File: src/rtl/booth_seq_ctrl_pkg.sv
// Shared constants and types for the Booth multiplier sequencer.
// Operand width, step count, FSM encoding and operand-pair bundle.
package booth_seq_ctrl_pkg;

  localparam int N_BITS      = 8;
  localparam int P_BITS      = 2 * N_BITS;
  localparam int BOOTH_STEPS = 8;

  localparam logic [N_BITS-1:0] MIN_OPERAND = 8'h80;

  typedef enum logic [1:0] {
    IDLE = 2'd0,
    RUN  = 2'd1,
    CAPT = 2'd2
  } state_e;

  typedef struct packed {
    logic [N_BITS-1:0] a;
    logic [N_BITS-1:0] b;
  } op_pair_t;

endpackage

File: src/rtl/booth_seq_ctrl_if.sv
// Operand, result and multiplier-datapath signals of the sequencer.
// slave = sequencer side, master = environment side.
interface booth_seq_ctrl_if;
  import booth_seq_ctrl_pkg::*;

  logic              in_valid;
  logic              in_ready;
  logic [N_BITS-1:0] in_a;
  logic [N_BITS-1:0] in_b;

  logic              out_valid;
  logic              out_ready;
  logic [P_BITS-1:0] out_p;
  logic              out_ovf;

  logic              mul_load;
  logic [N_BITS-1:0] mul_a;
  logic [N_BITS-1:0] mul_b;
  logic [P_BITS-1:0] mul_p;

  logic              busy;

  modport slave (
    input  in_valid, in_a, in_b,
    input  out_ready, mul_p,
    output in_ready, out_valid,
    output out_p, out_ovf,
    output mul_load, mul_a, mul_b,
    output busy
  );

  modport master (
    output in_valid, in_a, in_b,
    output out_ready, mul_p,
    input  in_ready, out_valid,
    input  out_p, out_ovf,
    input  mul_load, mul_a, mul_b,
    input  busy
  );

endinterface

File: src/rtl/op_fifo2.sv
// Two-entry operand-pair queue, no bypass from push to head.
// Pointers wrap modulo 2; explicit occupancy count 0..2.
module op_fifo2
  import booth_seq_ctrl_pkg::*;
#(
  parameter int DEPTH = 2
) (
  input  logic     clk,
  input  logic     rst,
  input  logic     push,
  input  op_pair_t wdata,
  input  logic     pop,
  output logic     full,
  output logic     empty,
  output op_pair_t head
);

  op_pair_t   mem_q [2];
  op_pair_t   mem_d [2];
  logic       wp_q, wp_d;
  logic       rp_q, rp_d;
  logic [1:0] cnt_q, cnt_d;
  logic       do_push, do_pop;

  assign full    = (cnt_q == 2'(DEPTH));
  assign empty   = (cnt_q == 2'd0);
  assign head    = mem_q[rp_q];
  assign do_push = push & ~full;
  assign do_pop  = pop & ~empty;

  // next storage, pointers and count
  always_comb begin
    mem_d = mem_q;
    wp_d  = wp_q;
    rp_d  = rp_q;
    cnt_d = cnt_q;
    if (do_push) begin
      mem_d[wp_q] = wdata;
      wp_d        = ~wp_q;
    end
    if (do_pop) begin
      rp_d = ~rp_q;
    end
    unique case ({do_push, do_pop})
      2'b10:   cnt_d = cnt_q + 2'd1;
      2'b01:   cnt_d = cnt_q - 2'd1;
      default: cnt_d = cnt_q;
    endcase
  end

  // queue state registers
  always_ff @(posedge clk) begin
    if (rst) begin
      mem_q[0] <= '0;
      mem_q[1] <= '0;
      wp_q     <= 1'b0;
      rp_q     <= 1'b0;
      cnt_q    <= 2'd0;
    end else begin
      mem_q <= mem_d;
      wp_q  <= wp_d;
      rp_q  <= rp_d;
      cnt_q <= cnt_d;
    end
  end

endmodule

File: src/rtl/booth_seq_ctrl.sv
// Sequencer for an external iterative Booth multiplier: queues pairs,
// loads the datapath, waits the step count and captures the product.
module booth_seq_ctrl #(
  parameter int N_BITS     = booth_seq_ctrl_pkg::N_BITS,
  parameter int FIFO_DEPTH = 2
) (
  input  logic         clk,
  input  logic         rst,
  booth_seq_ctrl_if.slave bus
);
  import booth_seq_ctrl_pkg::*;

  localparam int PW = 2 * N_BITS;

  state_e            state_q, state_d;
  logic [2:0]        cnt_q, cnt_d;
  logic              ov_q, ov_d;
  logic [PW-1:0]     p_q, p_d;
  logic              ovf_q, ovf_d;
  logic [N_BITS-1:0] a_q, a_d;
  logic [N_BITS-1:0] b_q, b_d;

  logic     full, empty;
  logic     push, start;
  op_pair_t wr, head;

  assign wr    = '{a: bus.in_a, b: bus.in_b};
  assign push  = bus.in_valid & ~full;
  assign start = ~rst & (state_q == IDLE) & ~empty
               & (~ov_q | bus.out_ready);

  op_fifo2 #(
    .DEPTH (FIFO_DEPTH)
  ) u_fifo (
    .clk   (clk),
    .rst   (rst),
    .push  (push),
    .wdata (wr),
    .pop   (start),
    .full  (full),
    .empty (empty),
    .head  (head)
  );

  assign bus.in_ready  = ~full;
  assign bus.mul_load  = start;
  assign bus.mul_a     = start ? head.a : a_q;
  assign bus.mul_b     = start ? head.b : b_q;
  assign bus.out_valid = ov_q;
  assign bus.out_p     = p_q;
  assign bus.out_ovf   = ovf_q;
  assign bus.busy      = ~rst & (state_q != IDLE);

  // FSM next state, step count, operand hold and result capture
  always_comb begin
    state_d = state_q;
    cnt_d   = cnt_q;
    ov_d    = ov_q;
    p_d     = p_q;
    ovf_d   = ovf_q;
    a_d     = a_q;
    b_d     = b_q;
    if (ov_q && bus.out_ready) begin
      ov_d = 1'b0;
    end
    unique case (state_q)
      IDLE: begin
        if (start) begin
          a_d     = head.a;
          b_d     = head.b;
          cnt_d   = 3'd0;
          state_d = RUN;
        end
      end
      RUN: begin
        cnt_d = cnt_q + 3'd1;
        if (cnt_q == 3'(BOOTH_STEPS - 1)) begin
          state_d = CAPT;
        end
      end
      CAPT: begin
        p_d     = bus.mul_p;
        ov_d    = 1'b1;
        ovf_d   = (a_q == MIN_OPERAND)
                & (b_q == MIN_OPERAND);
        state_d = IDLE;
      end
      default: state_d = IDLE;
    endcase
  end

  // sequencer registers
  always_ff @(posedge clk) begin
    if (rst) begin
      state_q <= IDLE;
      cnt_q   <= 3'd0;
      ov_q    <= 1'b0;
      p_q     <= '0;
      ovf_q   <= 1'b0;
      a_q     <= '0;
      b_q     <= '0;
    end else begin
      state_q <= state_d;
      cnt_q   <= cnt_d;
      ov_q    <= ov_d;
      p_q     <= p_d;
      ovf_q   <= ovf_d;
      a_q     <= a_d;
      b_q     <= b_d;
    end
  end

endmodule
File: src/flat_wrapper.sv
// flat-port wrapper written by rule: the top's interface ports become plain ports
module booth_seq_ctrl_flat import booth_seq_ctrl_pkg::*;
#(
  parameter int N_BITS     = booth_seq_ctrl_pkg::N_BITS,
  parameter int FIFO_DEPTH = 2
)
  (clk, rst, bus_in_valid, bus_in_a, bus_in_b, bus_out_ready, bus_mul_p, bus_in_ready, bus_out_valid, bus_out_p, bus_out_ovf, bus_mul_load, bus_mul_a, bus_mul_b, bus_busy);
  booth_seq_ctrl_if bus_i ();
  input  logic clk;
  input  logic rst;
  input wire logic [$bits(bus_i.in_valid)-1:0] bus_in_valid;
  input wire logic [$bits(bus_i.in_a)-1:0] bus_in_a;
  input wire logic [$bits(bus_i.in_b)-1:0] bus_in_b;
  input wire logic [$bits(bus_i.out_ready)-1:0] bus_out_ready;
  input wire logic [$bits(bus_i.mul_p)-1:0] bus_mul_p;
  output wire logic [$bits(bus_i.in_ready)-1:0] bus_in_ready;
  output wire logic [$bits(bus_i.out_valid)-1:0] bus_out_valid;
  output wire logic [$bits(bus_i.out_p)-1:0] bus_out_p;
  output wire logic [$bits(bus_i.out_ovf)-1:0] bus_out_ovf;
  output wire logic [$bits(bus_i.mul_load)-1:0] bus_mul_load;
  output wire logic [$bits(bus_i.mul_a)-1:0] bus_mul_a;
  output wire logic [$bits(bus_i.mul_b)-1:0] bus_mul_b;
  output wire logic [$bits(bus_i.busy)-1:0] bus_busy;
  assign bus_i.in_valid = bus_in_valid;
  assign bus_i.in_a = bus_in_a;
  assign bus_i.in_b = bus_in_b;
  assign bus_i.out_ready = bus_out_ready;
  assign bus_i.mul_p = bus_mul_p;
  assign bus_in_ready = bus_i.in_ready;
  assign bus_out_valid = bus_i.out_valid;
  assign bus_out_p = bus_i.out_p;
  assign bus_out_ovf = bus_i.out_ovf;
  assign bus_mul_load = bus_i.mul_load;
  assign bus_mul_a = bus_i.mul_a;
  assign bus_mul_b = bus_i.mul_b;
  assign bus_busy = bus_i.busy;
  booth_seq_ctrl #(.N_BITS(N_BITS), .FIFO_DEPTH(FIFO_DEPTH)) u_core (.clk(clk), .rst(rst), .bus(bus_i));
endmodule
File: config.mk
export PLATFORM = sky130hd
export DESIGN_NAME = booth_seq_ctrl_flat
export DESIGN_NICKNAME = d
export VERILOG_FILES = /design/src/rtl/booth_seq_ctrl_pkg.sv /design/src/rtl/booth_seq_ctrl_if.sv /design/src/rtl/op_fifo2.sv /design/src/rtl/booth_seq_ctrl.sv /design/src/flat_wrapper.sv
export SDC_FILE = /design/constraint.sdc
export NUM_CORES = 1
export LEC_CHECK = 0
export CORE_MARGIN = 3
export CORE_UTILIZATION = 35
export CTS_BUF_LIST = sky130_fd_sc_hd__clkbuf_4 sky130_fd_sc_hd__clkbuf_8 sky130_fd_sc_hd__clkbuf_16
export DETAILED_ROUTE_END_ITERATION = 8
export DONT_BUFFER_PORTS = 1
export SLEW_MARGIN = 30
export SYNTH_ARGS = -nofsm -noshare
export SYNTH_HDL_FRONTEND = slang
export SYNTH_SLANG_ARGS = --single-unit
File: constraint.sdc
create_clock -name clk -period 3.2 [get_ports clk]
set_input_delay 0.48 -clock clk [delete_from_list [all_inputs] [get_ports clk]]
set_output_delay 0.48 -clock clk [all_outputs]
set_load 0.02 [all_outputs]
==> run_summary.xml <==
<?xml version="1.0" encoding="UTF-8"?>
<metrics>
  <group name="status">
    <metric name="run_status" unit="">completed</metric>
  </group>
  <group name="layout">
    <metric name="n_fill_cell" unit="">1052</metric>
    <metric name="multi_input_area" unit="µm²">1840</metric>
    <metric name="final-seq-area" unit="µm²">1500</metric>
    <metric name="antenna-diode-count" unit="">0</metric>
    <metric name="area_growth_from_synthesis_to_layout" unit="%">7.28</metric>
    <metric name="design.final.nets" unit="">414</metric>
    <metric name="layout-drive-gt1-share" unit="%">16.6</metric>
    <metric name="layout.cells.non_filler" unit="">513</metric>
  </group>
  <group name="routing">
    <metric name="ant_nets" unit="">0</metric>
    <metric name="vias" unit="">3031</metric>
    <metric name="post_drt_wl_per_cell" unit="µm">18.0</metric>
    <metric name="drt_drc_violations_left" unit="">0</metric>
    <metric name="finalWirelength" unit="mm">9.26</metric>
    <metric name="drtIter0Drc" unit="">217</metric>
    <metric name="drt_first_pass_iters" unit="">5</metric>
    <metric name="avgViaCountPerCell" unit="">5.91</metric>
  </group>
  <group name="global_routing">
    <metric name="grt_start_max_net_pins" unit="">79</metric>
    <metric name="grt_first_pass_wirelength" unit="mm">14.8</metric>
    <metric name="grt_overflow_total" unit="">0</metric>
    <metric name="antenna_found_initial" unit="">0</metric>
    <metric name="grtUsageTotal" unit="%">16.2</metric>
    <metric name="grt_pass1_vias" unit="">2751</metric>
  </group>
  <group name="die">
    <metric name="placement_rows" unit="">36</metric>
    <metric name="fp.dieH" unit="µm">107</metric>
    <metric name="io_pins" unit="">73</metric>
    <metric name="placeableCoreArea" unit="µm²">9820</metric>
    <metric name="floorplan.die_area" unit="µm²">11400</metric>
    <metric name="start_util" unit="%">36.2</metric>
    <metric name="floorplan.die.width" unit="µm">107</metric>
  </group>
  <group name="sta">
    <metric name="final.period_utilization" unit="%">85.2</metric>
    <metric name="worstMarginPinSlew" unit="ns">0.814</metric>
    <metric name="fmaxAchievable" unit="MHz">367</metric>
    <metric name="min_clock_period_post_route" unit="ns">2.73</metric>
    <metric name="totalNegativeSetupSlack" unit="ns">0</metric>
    <metric name="grt_setup_unrepaired" unit="">no</metric>
    <metric name="hold_violations" unit="">0</metric>
    <metric name="skew" unit="ns">0.0115</metric>
    <metric name="setup-violations-final" unit="">0</metric>
    <metric name="timing_max_transition_violations_final" unit="">0</metric>
    <metric name="timing.slew.headroom" unit="%">45.7</metric>
  </group>
  <group name="setup_path">
    <metric name="worst-setup-path-type" unit="">flip-flop to primary output</metric>
    <metric name="cp-end-kind" unit="">primary output</metric>
    <metric name="cp-start-kind" unit="">flip-flop</metric>
    <metric name="worst_path_max_delay_cell" unit="">mux2_2</metric>
    <metric name="timing.critical_path.arrival" unit="ns">2.25</metric>
    <metric name="worst-endpoint-required" unit="ns">2.72</metric>
    <metric name="number_of_buffers_and_inverters_on_the_critical_path" unit="">1</metric>
    <metric name="path_max_fanout" unit="">20</metric>
    <metric name="slowest_delay" unit="ns">0.44</metric>
    <metric name="cp_top_family" unit="">simple AND/OR/NAND/NOR gates</metric>
    <metric name="crit_chain" unit="">or2_4, nor4_4, buf_4, mux2_2</metric>
  </group>
  <group name="cts">
    <metric name="clock_tree.htree_level_count" unit="">3</metric>
    <metric name="cts.hold.buffers_added" unit="">0</metric>
    <metric name="clk-insertion-delay-late" unit="ns">0.34</metric>
    <metric name="tritoncts" unit="">done</metric>
    <metric name="post_cts.repair.setup_buffers" unit="">0</metric>
    <metric name="cts_max_path_buffers" unit="">2</metric>
    <metric name="path_clk_slew" unit="ns">0.08</metric>
    <metric name="numCtsBuffers" unit="">9</metric>
    <metric name="clk_root_buffer_cell" unit="">clkbuf_8</metric>
    <metric name="clkSinkCount" unit="">75</metric>
    <metric name="cts_resized" unit="">0</metric>
  </group>
  <group name="synthesis">
    <metric name="fraction_of_the_mapped_netlist_area_in_compound_gates" unit="%">19.1</metric>
    <metric name="synthesis.area_per_instance" unit="µm²">8.76</metric>
    <metric name="yosys-mux-area-fraction" unit="%">11.4</metric>
    <metric name="synth.yosys.seq_area_share" unit="%">42.2</metric>
    <metric name="synth.lib_cells_used.distinct" unit="">36</metric>
    <metric name="synthesis.instances" unit="">406</metric>
    <metric name="synth_edf_count" unit="">0</metric>
    <metric name="synth_top_family_by_area" unit="">simple AND/OR/NAND/NOR gates</metric>
    <metric name="synth_warnings" unit="">0</metric>
    <metric name="synth_largest_area_cell" unit="">dfxtp_1</metric>
    <metric name="ys_seq_elements" unit="">75</metric>
    <metric name="synth_top_area_share" unit="%">42.2</metric>
    <metric name="syn_area" unit="µm²">3560</metric>
    <metric name="synth_fa_ha_area_share" unit="%">1.05</metric>
    <metric name="post_synthesis_xor_xnor_area_fraction" unit="%">0.492</metric>
    <metric name="async_reset_ff_share" unit="%">0</metric>
    <metric name="synth_ff_type" unit="">dfxtp_1</metric>
    <metric name="synth-simple-area-share" unit="%">19.5</metric>
    <metric name="synth.net_count" unit="">445</metric>
    <metric name="ys_top_cells_by_area" unit="">dfxtp_1 (42%), a21oi_1 (7.7%), mux2_2 (7.3%)</metric>
  </group>
  <group name="power">
    <metric name="sequentialPowerShare" unit="%">36.5</metric>
    <metric name="max-vdd-ir-drop" unit="µV">567</metric>
    <metric name="leakagePower" unit="nW">1.30</metric>
    <metric name="power" unit="mW">3.50</metric>
    <metric name="net_switching_power" unit="mW">1.36</metric>
    <metric name="share_comb_of_total_power" unit="%">39.4</metric>
    <metric name="p_int" unit="mW">2.14</metric>
    <metric name="switching_share_of_power" unit="%">38.9</metric>
    <metric name="power.density" unit="nW/µm²">918</metric>
    <metric name="share_clk_of_total_power" unit="%">24.1</metric>
  </group>
  <group name="min_path">
    <metric name="hold_path.class" unit="">input port to flip-flop</metric>
  </group>
  <group name="place">
    <metric name="port_buffers" unit="">0</metric>
    <metric name="post-place-cells" unit="">497</metric>
    <metric name="place.detailed.hpwl" unit="mm">5.99</metric>
    <metric name="gp_congestion" unit="">0.816</metric>
  </group>
  <group name="job">
    <metric name="max-cap-violations" unit="">0</metric>
  </group>
</metrics>
==> cell usage after synthesis, types with 3 or more instances <==
library cell  number
nand2b_1           3
a31oi_1           16
ha_1               3
mux2_2            23
nor4_1            20
nor2b_1            7
dfxtp_1           75
o21ai_0            5
a21oi_1           55
buf_1              8
nand4_1           32
nand2_1           33
clkbuf_1          39
nor2_1             5
nor3_1            18
mux2_4             9
o31ai_1           33
==> per-layer routing <==
| metal | GRT usage, % | part of all wire [%] | routed length (µm) | vias to the layer above |
|---|---|---|---|---|
| li1 | - | - | - | 1457 |
| met4 | 4.57 | 1.4 | 127 | 0 |
| met1 | 22.5 | 45 | 4140 | 1478 |
| met5 | 0 | 0 | 0 | - |
| met2 | 24.4 | 47 | 4390 | 87 |
| met3 | 4.64 | 6.5 | 603 | 9 |
==> stage by stage <==
step | cell area (µm²) | hold WS, ns | setup slack, ns | util [%]
after global placement | 3580 | 0.447 | 0.906 | 36.5
final | 3820 | 0.206 | 0.474 | 38.9
after detailed placement | 3580 | 0.454 | 0.854 | 36.5
after floorplan | 3560 | 0.445 | 0.929 | -
after global routing | 3820 | 0.179 | 0.360 | 38.9
after CTS | 3820 | 0.179 | 0.461 | 38.9
==> logic make-up (layout without fill, tap and decap cells) <==
| kind of cell | after synthesis | count (layout) |
|---|---|---|
| adders and majority gates | 3 | 3 |
| AOI/OAI and AO/OA | 113 | 113 |
| DFF | 75 | 75 |
| and+or+nand+nor | 126 | 126 |
| xor gates and xnor gates | 2 | 2 |
| muxes | 33 | 33 |
| buffers and inverters | 54 | 28 |
==> path summary, 6_finish.rpt <==
path	slack [ns]	depth (start not counted)	startpoint	endpoint
max	0.47	4	u_core.state_q[1]	bus_mul_b[3]
min	0.21	1	rst	u_core.bus.out_p[4]
max reg2reg	0.85	6	u_core.state_q[1]	u_core.u_fifo.cnt_q[1]
min reg2reg	0.47	2	u_core.u_fifo.mem_q[23]	u_core.u_fifo.mem_q[23]
==> state kept, by name, summed over array words and instances (netlist names) <==
register              cells
u_core.u_fifo.mem_q      32
u_core.bus.out_p         16
u_core.a_q                8
u_core.b_q                8
u_core.cnt_q              3
u_core.state_q            2
u_core.u_fifo.cnt_q       2
u_core.bus.out_ovf        1
u_core.bus.out_valid      1
u_core.u_fifo.rp_q        1
u_core.u_fifo.wp_q        1
==> layout make-up <==
type / count / share of cell area [%]
tap: 133 / 4.36
clock buffer: 11 / 3.97
sequential: 75 / 39.3
inverter: 3 / 0.295
clock inverter: 5 / 2.16
timing repair buffer: 9 / 1.77
multi-input combinational: 277 / 48.1
==> worst reg2reg max path, stage by stage, from the launching register on <==
cell	delay, ns
dfxtp_1	0.39
or2_4	0.38
nor4_4	0.36
buf_4	0.34
ha_1	0.31
or3_1	0.36
a21oi_1	0.14
==> power by group through the flow <==
stage | clock, mW | combinational, mW | sequential [mW]
after floorplan | 0 | 1.21 | 1.20
after global placement | 0 | 1.35 | 1.29
after detailed placement | 0 | 1.37 | 1.30
after CTS | 0.862 | 1.38 | 1.28
after global routing | 0.907 | 1.52 | 1.31
final | 0.843 | 1.38 | 1.28
==> cells in the final DEF, fill, tap and decap left out, types with 6 or more instances in the layout <==
cell type  instances
mux2_4             9
nor4_1            20
clkbuf_8          11
nor2b_1            6
nand4_1           32
dfxtp_1           75
buf_4              9
o31ai_1           33
nand2_1           33
a21oi_1           55
nor3_1            18
mux2_2            23
a31oi_1           16
No activity file was read; power rests on OpenSTA's default activity.
